===== src/rtl/mem_wb_ctrl.sv =====
// mem_wb_ctrl: MEM stage controller sitting behind the EX/MEM register.
//   - Drives the data-memory request/ready handshake for loads and stores,
//     stalling EX/MEM and earlier stages while an access is outstanding.
//   - Resolves jump/branch redirects and raises precise exceptions
//     (undefined, overflow, bus timeout, optional misaligned access).
//   - Registers the retiring instruction into the MEM/WB stage.
// Configuration macro: ALIGN_CHECK_EN enables the word-alignment fault
// (cause 4); without it, address bits [1:0] pass straight to dm_addr.
// Ports:
//   clk, rst                 clock, synchronous active-high reset
//   MEM_*, Jump_Addr,
//   PC_Branch                MEM-stage bundle from the EX/MEM register
//   dm_req/we/addr/wdata     data-memory request side
//   dm_rdata, dm_ready       data-memory response side
//   stall, flush             pipeline hold / squash of younger instructions
//   pc_redirect, redirect_pc PC load request and target
//   WB_*                     registered MEM/WB stage contents
//   exc_valid/cause/pc       registered one-cycle exception report
module mem_wb_ctrl #(
  parameter int DATA_W   = 32,
  parameter int MAX_WAIT = 15
) (
  input  logic              clk,
  input  logic              rst,
  input  logic [31:0]       MEM_PC,
  input  logic [25:0]       Jump_Addr,
  input  logic [31:0]       PC_Branch,
  input  logic [31:0]       MEM_AluOut,
  input  logic [DATA_W-1:0] MEM_ReadData2,
  input  logic [4:0]        MEM_mux_RegDst_out,
  input  logic              MEM_Branch,
  input  logic              MEM_MemtoReg,
  input  logic              MEM_MemWrite,
  input  logic              MEM_RegWrite,
  input  logic              MEM_Jump,
  input  logic              MEM_zero,
  input  logic              MEM_undefine,
  input  logic              MEM_overflow,
  output logic              dm_req,
  output logic              dm_we,
  output logic [31:0]       dm_addr,
  output logic [DATA_W-1:0] dm_wdata,
  input  logic [DATA_W-1:0] dm_rdata,
  input  logic              dm_ready,
  output logic              stall,
  output logic              flush,
  output logic              pc_redirect,
  output logic [31:0]       redirect_pc,
  output logic              WB_RegWrite,
  output logic              WB_MemtoReg,
  output logic [31:0]       WB_AluOut,
  output logic [DATA_W-1:0] WB_ReadData,
  output logic [4:0]        WB_RegDst,
  output logic [31:0]       WB_PC,
  output logic              exc_valid,
  output logic [2:0]        exc_cause,
  output logic [31:0]       exc_pc
);

  localparam logic [7:0] MAX_CNT = 8'(MAX_WAIT);

  typedef enum logic {S_IDLE, S_WAIT} state_t;

  state_t     state;
  logic [7:0] wait_cnt;

  logic       access;
  logic       misalign;
  logic       fault;
  logic       timeout;
  logic       complete;
  logic       exc_any;
  logic       take_redirect;
  logic [2:0] cause;

  assign access = MEM_MemtoReg | MEM_MemWrite;

`ifdef ALIGN_CHECK_EN
  assign misalign = access & (|MEM_AluOut[1:0]);
`else
  assign misalign = 1'b0;
`endif

  assign fault = MEM_undefine | MEM_overflow | misalign;

  // Ready in the last WAIT cycle still wins over the timeout.
  assign timeout = (state == S_WAIT) && !dm_ready && (wait_cnt == MAX_CNT);

  always_comb begin
    dm_req        = 1'b0;
    stall         = 1'b0;
    complete      = 1'b0;
    exc_any       = 1'b0;
    take_redirect = 1'b0;
    cause         = 3'd0;
    dm_we         = 1'b0;
    dm_addr       = '0;
    dm_wdata      = '0;
    flush         = 1'b0;
    pc_redirect   = 1'b0;
    redirect_pc   = '0;
    if (!rst) begin
      if (state == S_IDLE) begin
        // A faulting access never reaches memory.
        dm_req   = access & ~fault;
        complete = ~dm_req | dm_ready;
        stall    = dm_req & ~dm_ready;
      end else begin
        dm_req   = ~timeout;
        complete = dm_ready | timeout;
        stall    = ~complete;
      end

      if (MEM_undefine)      cause = 3'd1;
      else if (MEM_overflow) cause = 3'd2;
      else if (misalign)     cause = 3'd4;
      else if (timeout)      cause = 3'd3;

      exc_any       = complete & (fault | timeout);
      take_redirect = complete & ~exc_any & (MEM_Jump | (MEM_Branch & MEM_zero));

      dm_we       = dm_req & MEM_MemWrite;
      dm_addr     = MEM_AluOut;
      dm_wdata    = MEM_ReadData2;
      flush       = exc_any | take_redirect;
      pc_redirect = take_redirect;
      if (take_redirect)
        redirect_pc = MEM_Jump ? {MEM_PC[31:28], Jump_Addr, 2'b00} : PC_Branch;
    end
  end

  // MEM -> WB stage boundary: FSM, write-back registers and exception report.
  always_ff @(posedge clk) begin
    if (rst) begin
      state       <= S_IDLE;
      wait_cnt    <= 8'd0;
      WB_RegWrite <= 1'b0;
      WB_MemtoReg <= 1'b0;
      WB_AluOut   <= '0;
      WB_ReadData <= '0;
      WB_RegDst   <= '0;
      WB_PC       <= '0;
      exc_valid   <= 1'b0;
      exc_cause   <= 3'd0;
      exc_pc      <= '0;
    end else begin
      case (state)
        S_IDLE: begin
          if (dm_req && !dm_ready) begin
            state    <= S_WAIT;
            wait_cnt <= 8'd1;
          end
        end
        S_WAIT: begin
          if (complete) begin
            state    <= S_IDLE;
            wait_cnt <= 8'd0;
          end else begin
            wait_cnt <= wait_cnt + 8'd1;
          end
        end
        default: begin
          state    <= S_IDLE;
          wait_cnt <= 8'd0;
        end
      endcase

      if (complete) begin
        WB_RegWrite <= MEM_RegWrite & ~exc_any;
        WB_MemtoReg <= MEM_MemtoReg;
        WB_AluOut   <= MEM_AluOut;
        WB_RegDst   <= MEM_mux_RegDst_out;
        WB_PC       <= MEM_PC;
      end else begin
        // Stalled cycles inject a bubble into WB.
        WB_RegWrite <= 1'b0;
        WB_MemtoReg <= 1'b0;
      end

      // Load data is captured only when a load actually handshakes.
      if (dm_req && dm_ready && MEM_MemtoReg)
        WB_ReadData <= dm_rdata;

      exc_valid <= exc_any;
      exc_cause <= exc_any ? cause : 3'd0;
      exc_pc    <= exc_any ? MEM_PC : 32'd0;
    end
  end

endmodule


===== config.mk =====
export PLATFORM = sky130hd
export DESIGN_NAME = mem_wb_ctrl
export DESIGN_NICKNAME = d
export VERILOG_FILES = /design/src/rtl/mem_wb_ctrl.sv
export SDC_FILE = /design/constraint.sdc
export NUM_CORES = 1
export LEC_CHECK = 0
export CAP_MARGIN = 20
export CORE_AREA = 2 2 173 175
export DETAILED_ROUTE_END_ITERATION = 8
export DIE_AREA = 0 0 175 177
export HOLD_SLACK_MARGIN = 0.12
export PLACE_DENSITY = 0.62
export REMOVE_ABC_BUFFERS = 1
export SLEW_MARGIN = 20
export SYNTH_ARGS = -nofsm -noshare
export SYNTH_HDL_FRONTEND = slang
export SYNTH_SLANG_ARGS = --single-unit

===== constraint.sdc =====
create_clock -name clk -period 4.2 [get_ports clk]
set_input_delay 1.26 -clock clk [delete_from_list [all_inputs] [get_ports clk]]
set_output_delay 1.26 -clock clk [all_outputs]
set_load 0.01 [all_outputs]

==> results.sh <==
export IMPL_power_per_cell_area_nw_per_um2=316
export IMPL_post_synth_top_count_cell="sky130_fd_sc_hd__dfxtp_1"
export IMPL_synthXorXnorAreaFrac_pct=0.275
export IMPL_setup_viol=0
export IMPL_post_route_cells_drive_above_1_share_pct=8.84
export IMPL_max_stage_delay_ps=420
export IMPL_start_kind="input port"
export IMPL_final_min_period_over_clock_period_pct=97.6
export IMPL_synth_adder_area_share_pct=0.196
export IMPL_globalRoute_totalOverflow=0
export IMPL_globalRouteTotalUtil_pct=14.9
export IMPL_rsz_0062_raised_after_global_routing="no"
export IMPL_fillers=2900
export IMPL_report_final_slew_viol_count=0
export IMPL_crit_path_cell_trace="clkdlybuf4s50_1 > or2_4 > a21oi_4 > o21ai_4 > buf_12 > nor2_1 > dlygate4sd2_1"
export IMPL_detail_route_vias_per_cell=4.11
export IMPL_cts_path_max_buffers=2
export IMPL_clk_latency_ps=420
export IMPL_die_area_um2=31000
export IMPL_layout_nets=1333
export IMPL_place_hpwl_um=18500
export IMPL_drt_initial_drc_count=170
export IMPL_drtAntennaViolNets=0
export IMPL_synth_top_flop_cell="sky130_fd_sc_hd__dfxtp_1"
export IMPL_worst_setup_path_type="in2out"
export IMPL_fp_row_count=63
export IMPL_synth_compound_gate_area_share_pct=5.63
export IMPL_async_reset_ff_share_pct=0
export IMPL_synth_simple_gate_area_share_pct=25.3
export IMPL_setup_ws_ps=101
export IMPL_clock_root_buffer="sky130_fd_sc_hd__clkbuf_16"
export IMPL_first_global_vias=6110
export IMPL_cts_inserted_buffers=17
export IMPL_yosysSeqAreaShare_pct=46.1
export IMPL_fmax_mhz=244
export IMPL_cp_data_required_time_ps=2940
export IMPL_synth_warnings=0
export IMPL_grt_max_degree=65
export IMPL_placement_io_buffers=440
export IMPL_hold_class="reg2reg"
export IMPL_tritoncts_clock_tree="built"
export IMPL_flow_area_growth_from_synthesis_pct=85.5
export IMPL_synth_area_mux_share_pct=16.3
export IMPL_slew_headroom_pct=50.5
export IMPL_worst_setup_path_end_kind="output pin"
export IMPL_total_power_w=0.00374
export IMPL_slowest_stage="sky130_fd_sc_hd__clkdlybuf4s50_1"
export IMPL_finalClockSkew_ps=10.9
export IMPL_hold_buffers=0
export IMPL_synth_area_leader="sky130_fd_sc_hd__dfxtp_1"
export IMPL_synth_top_cells_by_area="sky130_fd_sc_hd__dfxtp_1 (46%), sky130_fd_sc_hd__mux2i_1 (11%), sky130_fd_sc_hd__nor2b_1 (9.4%), sky130_fd_sc_hd__nand2_1 (4.6%), sky130_fd_sc_hd__mux2_2 (4.4%)"
export IMPL_cts_max_level=4
export IMPL_regArea_um2=2940
export IMPL_ys_seq_elements=147
export IMPL_cts_clk_slew_worst_paths_ps=60
export IMPL_start_util_pct=21.8
export IMPL_grt_first_pass_wirelength_um=35600
export IMPL_floorplan_core_area_um2=29200
export IMPL_first_pass_iters=6
export IMPL_worst_slew_pin_slew_ps=742
export IMPL_io_pins=442
export IMPL_final_min_clock_period_ps=4100
export IMPL_routed_wirelength_um=23800
export IMPL_routed_via_count=6302
export IMPL_synth_top_area_share_pct=46.1
export IMPL_synthTopCellsByCount="sky130_fd_sc_hd__dfxtp_1 (147), sky130_fd_sc_hd__nor2b_1 (96), sky130_fd_sc_hd__nand2_1 (78), sky130_fd_sc_hd__mux2i_1 (68)"
export IMPL_largest_family_of_logic_cells_by_synthesized_area="simple AND/OR/NAND/NOR gates"
export IMPL_power_ir_vdd_worst_mv=0.179
export IMPL_post_synth_num_cell_types=49
export IMPL_max_cap_viol_count=0
export IMPL_power_static_leakage_nw=4.77
export IMPL_preCtsSetupSlack_ps=-373
export IMPL_synth_cells=698
export IMPL_synth_area_um2=6380
export IMPL_critical_path_arrival_ps=2840
export IMPL_drt_drc_violations_left=0
export IMPL_clkSinkCount=147
export IMPL_multi_input_area_um2=3100
export IMPL_per_instance_average_area_after_synthesis_um2=9.14
export IMPL_die_x_um=175
export IMPL_synth_enable_flop_cells=0
export IMPL_crit_path_max_fanout=19
export IMPL_number_of_endpoints_with_negative_hold_slack_in_the_final_report=0
export IMPL_grt_antenna_before_repair=2
export IMPL_die_y_um=177
export IMPL_globalplace_congestion=0.837
export IMPL_detail_route_wl_per_cell_um=15.5
export IMPL_outcome="finished, final reports clean"
## stage by stage
stage / cells / utilization [%] / hold slack [ps] / area (um^2) / setup TNS, ps
6_report: 1534 / 40.5 / 458 / 11800 / 0
3_5_place_dp: 1499 / 38.5 / 454 / 11300 / -10900
5_1_grt: 1534 / 40.5 / 474 / 11800 / 0
2_1_floorplan: 648 / - / 471 / 6140 / -25030
4_1_cts: 1533 / 40.5 / 462 / 11800 / 0
3_3_place_gp: 1499 / 38.5 / 442 / 11300 / -9110
## layout by cell type, fill, tap and decap left out, types with 3 or more instances in the layout
cell type	instances
sky130_fd_sc_hd__clkdlybuf4s50_1	399
sky130_fd_sc_hd__dfxtp_1	147
sky130_fd_sc_hd__nor2b_1	96
sky130_fd_sc_hd__nand2_1	78
sky130_fd_sc_hd__mux2i_1	68
sky130_fd_sc_hd__inv_1	38
sky130_fd_sc_hd__nand3_1	36
sky130_fd_sc_hd__o21ai_0	34
sky130_fd_sc_hd__dlygate4sd2_1	34
sky130_fd_sc_hd__and2_1	33
sky130_fd_sc_hd__nor2_1	32
sky130_fd_sc_hd__mux2_2	25
sky130_fd_sc_hd__buf_4	19
sky130_fd_sc_hd__clkbuf_16	17
sky130_fd_sc_hd__mux2_1	7
sky130_fd_sc_hd__clkinv_2	5
sky130_fd_sc_hd__clkinvlp_4	5
sky130_fd_sc_hd__buf_12	5
sky130_fd_sc_hd__a21oi_1	4
sky130_fd_sc_hd__nor3b_1	4
sky130_fd_sc_hd__and3_1	3
sky130_fd_sc_hd__nor3_1	3
sky130_fd_sc_hd__clkbuf_8	3
## layer usage
layer  vias to the layer above  part of all wire [%]  track usage [%]
li1                       3149                     -                -
met1                      2863                    40             16.5
met2                       265                    49             25.4
met3                        23                   9.4             6.53
met4                         2                   1.8             5.42
met5                         -                 0.046                0
## critical path, delay by kind of cell
kind,cells,cell delay (ps)
buffers and inverters,3,880
and+or+nand+nor,2,380
AOI/OAI and AO/OA,2,300
## where the power goes
group	switching, W	internal, W	leakage [nW]
logic	0.000289	0.000454	3.29
registers	0.0000324	0.00147	1.21
clock network	0.000636	0.000861	0.270
total	0.000957	0.00278	4.77
## sequential cells by signal, indices dropped and copies added (netlist names)
register	count
WB_AluOut	32
WB_PC	32
WB_ReadData	32
exc_pc	32
wait_cnt	8
WB_RegDst	5
exc_cause	2
WB_MemtoReg	1
WB_RegWrite	1
exc_valid	1
state	1
## path summary, 6_finish.rpt
check	slack [ps]	to	start	cells past startpoint
setup / recovery	100	redirect_pc[30]	MEM_MemtoReg	7
hold / removal	460	WB_PC[17]	WB_PC[17]	2
setup reg to reg	1650	WB_AluOut[7]	wait_cnt[0]	6
hold reg to reg	460	WB_PC[17]	WB_PC[17]	2
## layout make-up
class	instances	share of cell area (%)
Inverter	39	1.25
Tap cell	390	4.12
Timing Repair Buffer	463	38.7
Sequential cell	147	24.9
Antenna cell	1	0.0211
Multi-Input combinational cell	462	26.2
Clock buffer	20	3.94
Clock inverter	12	0.888
## cells by family after synthesis
family	Yosys count
other cells	1
mux	100
simple gates	302
compound gates	56
buf+inv	89
fa+ha+maj	1
xor+xnor	2
flops	147
## timing repair
item	4_1_cts	5_1_grt
endpoints found under the setup margin	37	4
setup buffers	2	0
pin swaps	3	0
gates resized for setup	45	6
No activity file was read; power rests on OpenSTA's default activity.
